$ cat src/rtl/enemy_pkg.sv
// Shared types and constants for the enemy kill manager.
// Holds the per-enemy life state and default timing/score values.
package enemy_pkg;

    typedef enum logic [1:0] {
        ALIVE = 2'd0,
        DYING = 2'd1,
        DEAD  = 2'd2
    } enemy_state_t;

    localparam int         DYING_FRAMES_DEF = 32;
    localparam logic [3:0] ENEMY_POINTS_DEF = 4'd5;
    localparam int         CNT_W            = 6;

    // Population count of a 3-bit vector
    function automatic logic [1:0] count3(input logic [2:0] v);
        return 2'({1'b0, v[0]} + {1'b0, v[1]} + {1'b0, v[2]});
    endfunction

endpackage

$ cat src/rtl/enemy_life_fsm.sv
// Life cycle of one enemy: hit latch, ALIVE/DYING/DEAD state,
// blink frame counter and the one-cycle kill pulse.
module enemy_life_fsm
    import enemy_pkg::*;
#(
    parameter int DYING_FRAMES = DYING_FRAMES_DEF
) (
    input  logic clk,
    input  logic resetN,
    input  logic game_on,
    input  logic restart,
    input  logic startOfFrame,
    input  logic hit_pixel,
    output logic kill,
    output logic dying,
    output logic dead
);

    localparam logic [CNT_W-1:0] LOAD = CNT_W'(DYING_FRAMES - 1);

    enemy_state_t     state, state_nxt;
    logic [CNT_W-1:0] cnt, cnt_nxt;
    logic             hit, hit_nxt;
    logic             kill_nxt;

    // State, counter, hit flag and kill pulse registers
    always_ff @(posedge clk or negedge resetN) begin
        if (!resetN) begin
            state <= ALIVE;
            cnt   <= '0;
            hit   <= 1'b0;
            kill  <= 1'b0;
        end else begin
            state <= state_nxt;
            cnt   <= cnt_nxt;
            hit   <= hit_nxt;
            kill  <= kill_nxt;
        end
    end

    // Next state: restart beats everything, frame ticks advance life
    always_comb begin
        state_nxt = state;
        cnt_nxt   = cnt;
        hit_nxt   = hit;
        kill_nxt  = 1'b0;
        if (restart) begin
            state_nxt = ALIVE;
            cnt_nxt   = '0;
            hit_nxt   = 1'b0;
        end else if (game_on) begin
            if (startOfFrame) begin
                hit_nxt = 1'b0;
                unique case (state)
                    ALIVE: begin
                        if (hit) begin
                            state_nxt = DYING;
                            cnt_nxt   = LOAD;
                        end
                    end
                    DYING: begin
                        if (cnt == '0) begin
                            state_nxt = DEAD;
                            kill_nxt  = 1'b1;
                        end else begin
                            cnt_nxt = cnt - 1'b1;
                        end
                    end
                    default: ;
                endcase
            end else if (state == ALIVE && hit_pixel) begin
                hit_nxt = 1'b1;
            end
        end
    end

    assign dying = (state == DYING);
    assign dead  = (state == DEAD);

endmodule

$ cat src/rtl/enemy_kill_manager.sv
// Tracks three enemies from explosion hit to removal and
// produces kill pulses, score increments and level status.
module enemy_kill_manager
    import enemy_pkg::*;
#(
    parameter int         DYING_FRAMES = DYING_FRAMES_DEF,
    parameter logic [3:0] ENEMY_POINTS = ENEMY_POINTS_DEF
) (
    input  logic       clk,
    input  logic       resetN,
    input  logic       game_on,
    input  logic       startOfFrame,
    input  logic [2:0] enemiesDR_BUS,
    input  logic       explosionDR,
    output logic       enemy1_kill,
    output logic       enemy2_kill,
    output logic       enemy3_kill,
    output logic [2:0] enemy_dying,
    output logic [5:0] score_add,
    output logic [1:0] enemies_left,
    output logic       level_clear
);

    logic       game_prev;
    logic       restart;
    logic [2:0] kill;
    logic [2:0] dead;

    // Registered copy of game_on for level-start detection
    always_ff @(posedge clk or negedge resetN) begin
        if (!resetN) begin
            game_prev <= 1'b0;
        end else begin
            game_prev <= game_on;
        end
    end

    assign restart = game_on & ~game_prev;

    for (genvar i = 0; i < 3; i++) begin : g_enemy
        enemy_life_fsm #(
            .DYING_FRAMES(DYING_FRAMES)
        ) u_life (
            .clk         (clk),
            .resetN      (resetN),
            .game_on     (game_on),
            .restart     (restart),
            .startOfFrame(startOfFrame),
            .hit_pixel   (enemiesDR_BUS[i] & explosionDR),
            .kill        (kill[i]),
            .dying       (enemy_dying[i]),
            .dead        (dead[i])
        );
    end

    assign enemy1_kill  = kill[0];
    assign enemy2_kill  = kill[1];
    assign enemy3_kill  = kill[2];
    assign score_add    = 6'(ENEMY_POINTS) * {4'b0, count3(kill)};
    assign enemies_left = 2'd3 - count3(dead);
    assign level_clear  = game_on & (&dead);

endmodule

$ cat config.mk
export PLATFORM = sky130hd
export DESIGN_NAME = enemy_kill_manager
export DESIGN_NICKNAME = d
export VERILOG_FILES = /design/src/rtl/enemy_pkg.sv /design/src/rtl/enemy_life_fsm.sv /design/src/rtl/enemy_kill_manager.sv
export SDC_FILE = /design/constraint.sdc
export NUM_CORES = 1
export LEC_CHECK = 0
export BUFFER_PORTS_ARGS = -buffer_cell sky130_fd_sc_hd__buf_2
export CORE_UTILIZATION = 46
export DETAILED_ROUTE_END_ITERATION = 8
export PLACE_DENSITY = 0.66
export RECOVER_POWER = 50
export SLEW_MARGIN = 40
export SYNTH_ARGS = -nofsm -noshare
export SYNTH_HDL_FRONTEND = slang
export SYNTH_SLANG_ARGS = --single-unit
export TNS_END_PERCENT = 1
$ cat constraint.sdc
create_clock -name clk -period 2 [get_ports clk]
set_input_delay 0.4 -clock clk [delete_from_list [all_inputs] [get_ports clk]]
set_output_delay 0.4 -clock clk [all_outputs]
set_load 0.03 [all_outputs]
After elaboration in Yosys (flattened, before gate mapping):

Index checks and enable logic that the tools add are counted.

* register bits: 31
* bits of input ports: 8
* output and inout port bits: 15
* logic and storage cells: 133

* add/subtract/negate cells: 8
* multiply operators: 1
* equal/unequal tests: 15
* mux-type cells: 63
* bitwise logic cells: 6
* reduce and logical (&&, ||, !) cells: 27

Operator list (count)
* $mux 6: 15
* $pmux 6 s2: 3
* $mux 2: 15
* $reduce_and 5->1: 6
* $mux 1: 27
* $logic_not 6->1: 3
* $reduce_bool 3->1: 6
* $sub 6x1->6 const B: 3
* $ne 3x2->1 const B: 4
* $ne 3x3->1 const B: 4
* $pmux 2 s2: 3
* $eq 2x1->1 const B: 3
* $eq 2x2->1 const B: 3
* $logic_not 2->1: 3
* $reduce_and 2->1: 3
* $and 1x1->1: 5
* $mul 3x2->5 const A: 1
* $add 1x1->2: 2
* $add 2x1->2: 2
* $reduce_bool 2->1: 2
* $logic_and 1x1->1: 3
* $ne 3x1->1 const B: 1
* $reduce_and 3->1: 1
* $sub 2x2->2 const A: 1
* $not 1->1: 1

Depth between registers and ports, before layout:

* depth after elaboration: 6
* gate-level depth with buffers: 6
* depth with buffers taken out: 6

Modules after synthesis:

A second synthesis with hierarchy kept.

* cell total of the unflattened synthesis: 203
* area, all modules: 1955.6 sq um

By module, submodules not included
* enemy_life_fsm (g_enemy[0].u_life): instances 1, cells each 62, area each 605.6 sq um, sequential area each 250.2 sq um
* enemy_life_fsm (g_enemy[2].u_life): instances 1, cells each 63, area each 605.6 sq um, sequential area each 250.2 sq um
* enemy_life_fsm (g_enemy[1].u_life): instances 1, cells each 63, area each 604.3 sq um, sequential area each 250.2 sq um
* enemy_kill_manager: instances 1, cells each 15, area each 140.1 sq um, sequential area each 25.0 sq um

Least setup slack after synthesis:

No wires, ideal clock.

* path kind: register to output
* from: reg g_enemy[0].u_life.kill
* to: out score_add[2]
* arrival: 1.483 ns
* data required time: 1.600 ns
* slack: 0.117 ns
* cell stages (with the launch flop): 3
* path buffers: 1
* path through: dfrtp_1 > fa_1 > buf_4

* cells in the longest elaborated chain, start to end: 3

RTL lines
* from (decl): RTL line enemy_life_fsm.sv:14 `output logic kill,`
* from (signal assigned): RTL line enemy_life_fsm.sv:37 `kill <= kill_nxt;`
* $add 1x1->2: RTL line enemy_pkg.sv:17 `return 2'({1'b0, v[0]} + {1'b0, v[1]} + {1'b0, v[2]});`
* $add 2x1->2: RTL line enemy_pkg.sv:17
* $mul 3x2->5: RTL line enemy_kill_manager.sv:59 `assign score_add = 6'(ENEMY_POINTS) * {4'b0, count3(kill)};`
* to (decl): RTL line enemy_kill_manager.sv:19 `output logic [5:0] score_add,`

No other way between the ends.

Final worst setup path:

* from: reg g_enemy[0].u_life.state[1]
* to: out enemies_left[0]

* cells in the longest elaborated chain, start to end: 4

RTL lines
* from (decl): RTL line enemy_life_fsm.sv:21 `enemy_state_t state, state_nxt;`
* from (signal assigned): RTL line enemy_life_fsm.sv:34 `state <= state_nxt;`
* $eq 2x2->1: RTL line enemy_life_fsm.sv:78 `assign dead = (state == DEAD);`
* $add 1x1->2: RTL line enemy_pkg.sv:17
* $add 2x1->2: RTL line enemy_pkg.sv:17
* $sub 2x2->2: RTL line enemy_kill_manager.sv:60 `assign enemies_left = 2'd3 - count3(dead);`
* to (decl): RTL line enemy_kill_manager.sv:20 `output logic [1:0] enemies_left,`

No other way between the ends.

==> results.yml <==
drt:
  drt-wirelength-per-cell_um: 15.7
  firstDrtPassIters: 4
  drcViolationCount: 0
  via_per_inst: 5.93
  dr_total_vias: 1589
  antenna_left: 0
  drt_iter0_drc: 126
  wl_um: 4220
yosys:
  synth_compound_area_frac: 0.234
  syn_area_um2: 1890
  synth_top_family_by_area: "compound AO/OA/AOI/OAI gates"
  ys_seq_area_frac: 0.410
  yosys.area_share.adder: 0.0609
  synth_cell_types: 58
  yosysWarnings: 0
  postSynthAreaPerCell_um2: 9.85
  ys_ff_latch: 31
  ys_async_sr_fraction: 1.00
  synth_simple_gate_area_frac: 0.222
  synthMuxAreaShare: 0.00529
  ys.flop_type: "dfrtp_1"
  synthCells: 192
  synth_edf_count: 0
  synthXorXnorAreaFrac: 0
place:
  placed_area_um2: 2030
  io_buffers: 20
  dp_hpwl_um: 3010
  gp_congestion: 0.795
floorplanning:
  rows: 22
  core_region_area_um2: 3800
  io-pin-count: 23
  die_w_um: 66.1
  initial_core_util: 0.498
  dieArea_um2: 4370
  die_h_um: 66.1
power_and_ir_drop:
  ir_worst_vdd_v: 0.000436
  pwr-share-comb: 0.333
  switchingPower_mw: 0.691
  p_clk_frac: 0.249
  power.total_mw: 1.92
  internal-power_mw: 1.22
  p_per_area_nw_per_um2: 882
  switching_share: 0.361
  seqPwrFrac: 0.418
  p_leak_nw: 1.06
layout:
  register_area_um2: 781
  nets: 235
  multi_input_area_um2: 1020
  layout_common_cells: "dfrtp_1, buf_2, inv_1"
  layout-drive-gt1-share: 0.241
  final_common_cell: "dfrtp_1"
  area_growth_pct: 14.9
  post-route-util: 0.572
  fillCellCount: 338
  fin_area_um2: 2170
  insertedDiodeCount: 0
worst_setup_path:
  worstPathArrival_ns: 1.52
  critPathKind: "reg -> out"
  required_ns: 1.60
  cp-end-kind: "primary output"
  worstSetupStartpointType: "flip-flop"
  path_max_fanout: 4
  rr_startpoint: "g_enemy[0].u_life.cnt[2]$_DFFE_PN0P_"
  slowest_stage: "fa_1"
  path_cells: "nor2b_4 -> fa_1 -> inv_1 -> buf_6"
  slowest_delay_ns: 0.50
  crit_start: "g_enemy[0].u_life.state[1]$_DFFE_PN0P_"
status:
  failed_checks: "capacitance limit, slew limit"
  outcome: "finished with violations"
grt:
  grt_pass1_wl_um: 6990
  grt_usage: 0.212
  grt_max_degree: 32
  grt_pass1_vias: 1578
  antenna_found_initial: 0
  grt.overflow.total: 0
clock_network:
  hold_buffers: 0
  clk_pin_slew_ns: 0.06
  cts_buffers: 5
  clockBufferDepth: 2
  cts_sinks: 31
  cts_tree: "built"
  htreeDepth: 2
  clockRootBuffer: "clkbuf_8"
  clock_latency_ns: 0.28
timing:
  fin_crit_ns: 1.92
  fin_tns_setup_ns: 0
  whs_ns: 0.363
  setup_viol: 0
  finalHoldViolations: 0
  fin_crit_sh: 0.958
  relSlewSlack: -0.133
  slew_viol_final: 32
  worstMarginPinSlew_ns: 1.70
  grt_setup_unrepaired: "false"
  clock.fmax_mhz: 522
  fin_skew_ns: 0.00541
min_path:
  worstHoldStart: "enemiesDR_BUS[0]"
  hold_class: "in -> reg"
job:
  drv_cap: 1
## final cells by class
class | instances | share of cell area
inverter | 14 | 0.0242
multi-input combinational | 136 | 0.468
sequential | 31 | 0.359
tap | 48 | 0.0276
timing repair buffer | 31 | 0.0835
clock buffer | 7 | 0.0351
clock inverter | 1 | 0.00230
## synth_stat cells, drive strengths merged, types with 2 or more instances
cell,number,area [µm²]
a311oi,7,73.8
nor2b,7,43.8
a21o,8,60.1
dfrtp,31,776
buf,8,57.6
a21boi,2,15.0
o211ai,2,28.8
o31ai,4,35.0
fa,2,40.0
o21ai,4,20.0
nand4,4,25.0
nand3b,2,15.0
nand2,8,32.5
o2bb2ai,2,17.5
nor2,11,41.3
a21oi,8,40.0
nand4b,2,17.5
and4,2,17.5
or3,2,17.5
o311ai,2,17.5
nor3,8,45.0
a22o,2,17.5
a31oi,5,31.3
nor4,3,25.0
clkbuf,4,15.0
a221o,2,20.0
and3,3,20.0
nor3b,2,15.0
ha,6,75.1
nand3,4,20.0
nand2b,8,50.1
inv,13,48.8
## path summary, 6_finish.rpt
check | to | slack [ns] | cells after the start
setup reg to reg | g_enemy[0].u_life.cnt[3]$_DFFE_PN0P_ | 0.22 | 4
setup / recovery | enemies_left[0] | 0.08 | 4
hold reg to reg | g_enemy[1].u_life.cnt[4]$_DFFE_PN0P_ | 0.50 | 1
hold / removal | g_enemy[0].u_life.hit$_DFFE_PN0P_ | 0.36 | 3
min in group asynchronous | g_enemy[1].u_life.state[0]$_DFFE_PN0P_ | 0.55 | 1
max in group asynchronous | g_enemy[0].u_life.state[0]$_DFFE_PN0P_ | 0.34 | 1
## metrics by stage
stage	std cells	setup WS, ns
6_report	268	0.0843
3_3_place_gp	255	0.261
3_5_place_dp	255	0.242
5_1_grt	268	0.00994
2_1_floorplan	193	0.117
4_1_cts	265	0.00972
## worst max-delay path: cells and delay by family, from the launching register on
family	cells	cell delay, ns
buf+inv	2	0.18
simple gates	1	0.14
flops	1	0.43
fa+ha+maj	1	0.50
## what timing repair did
item | 4_1_cts | 5_1_grt
setup buffers | 2 | 3
pin swaps | 0 | 1
resized for setup | 4 | 9
setup endpoints to repair | 1 | 2
## state kept, by name, summed over array words and instances, names as in the netlist
name	flops
g_enemy.u_life.cnt	18
g_enemy.u_life.hit	3
g_enemy.u_life.kill	3
g_enemy.u_life.state	6
game_prev	1
## routing by layer
metal / track usage / wire (µm)
met5: 0 / 0
met4: 0.0665 / 52
met3: 0.0569 / 164
met2: 0.376 / 2110
met1: 0.246 / 1890
## cell families after synthesis
| group | after synthesis |
|---|---|
| adder cells (fa/ha/maj) | 8 |
| other | 1 |
| flip-flops | 31 |
| AO/OA/AOI/OAI | 55 |
| multiplexers | 1 |
| AND/OR/NAND/NOR | 70 |
| buffers and inverters | 26 |
## power groups by stage
stage                     Combinational [mW]  Clock [mW]  Sequential, mW
after floorplan                        0.477           0           0.789
after global placement                 0.579           0           0.806
after detailed placement               0.596           0           0.812
after CTS                              0.610       0.489           0.799
after global routing                   0.709       0.512           0.814
final                                  0.638       0.477           0.800
Note: power is estimated with default switching activity, not from simulation.
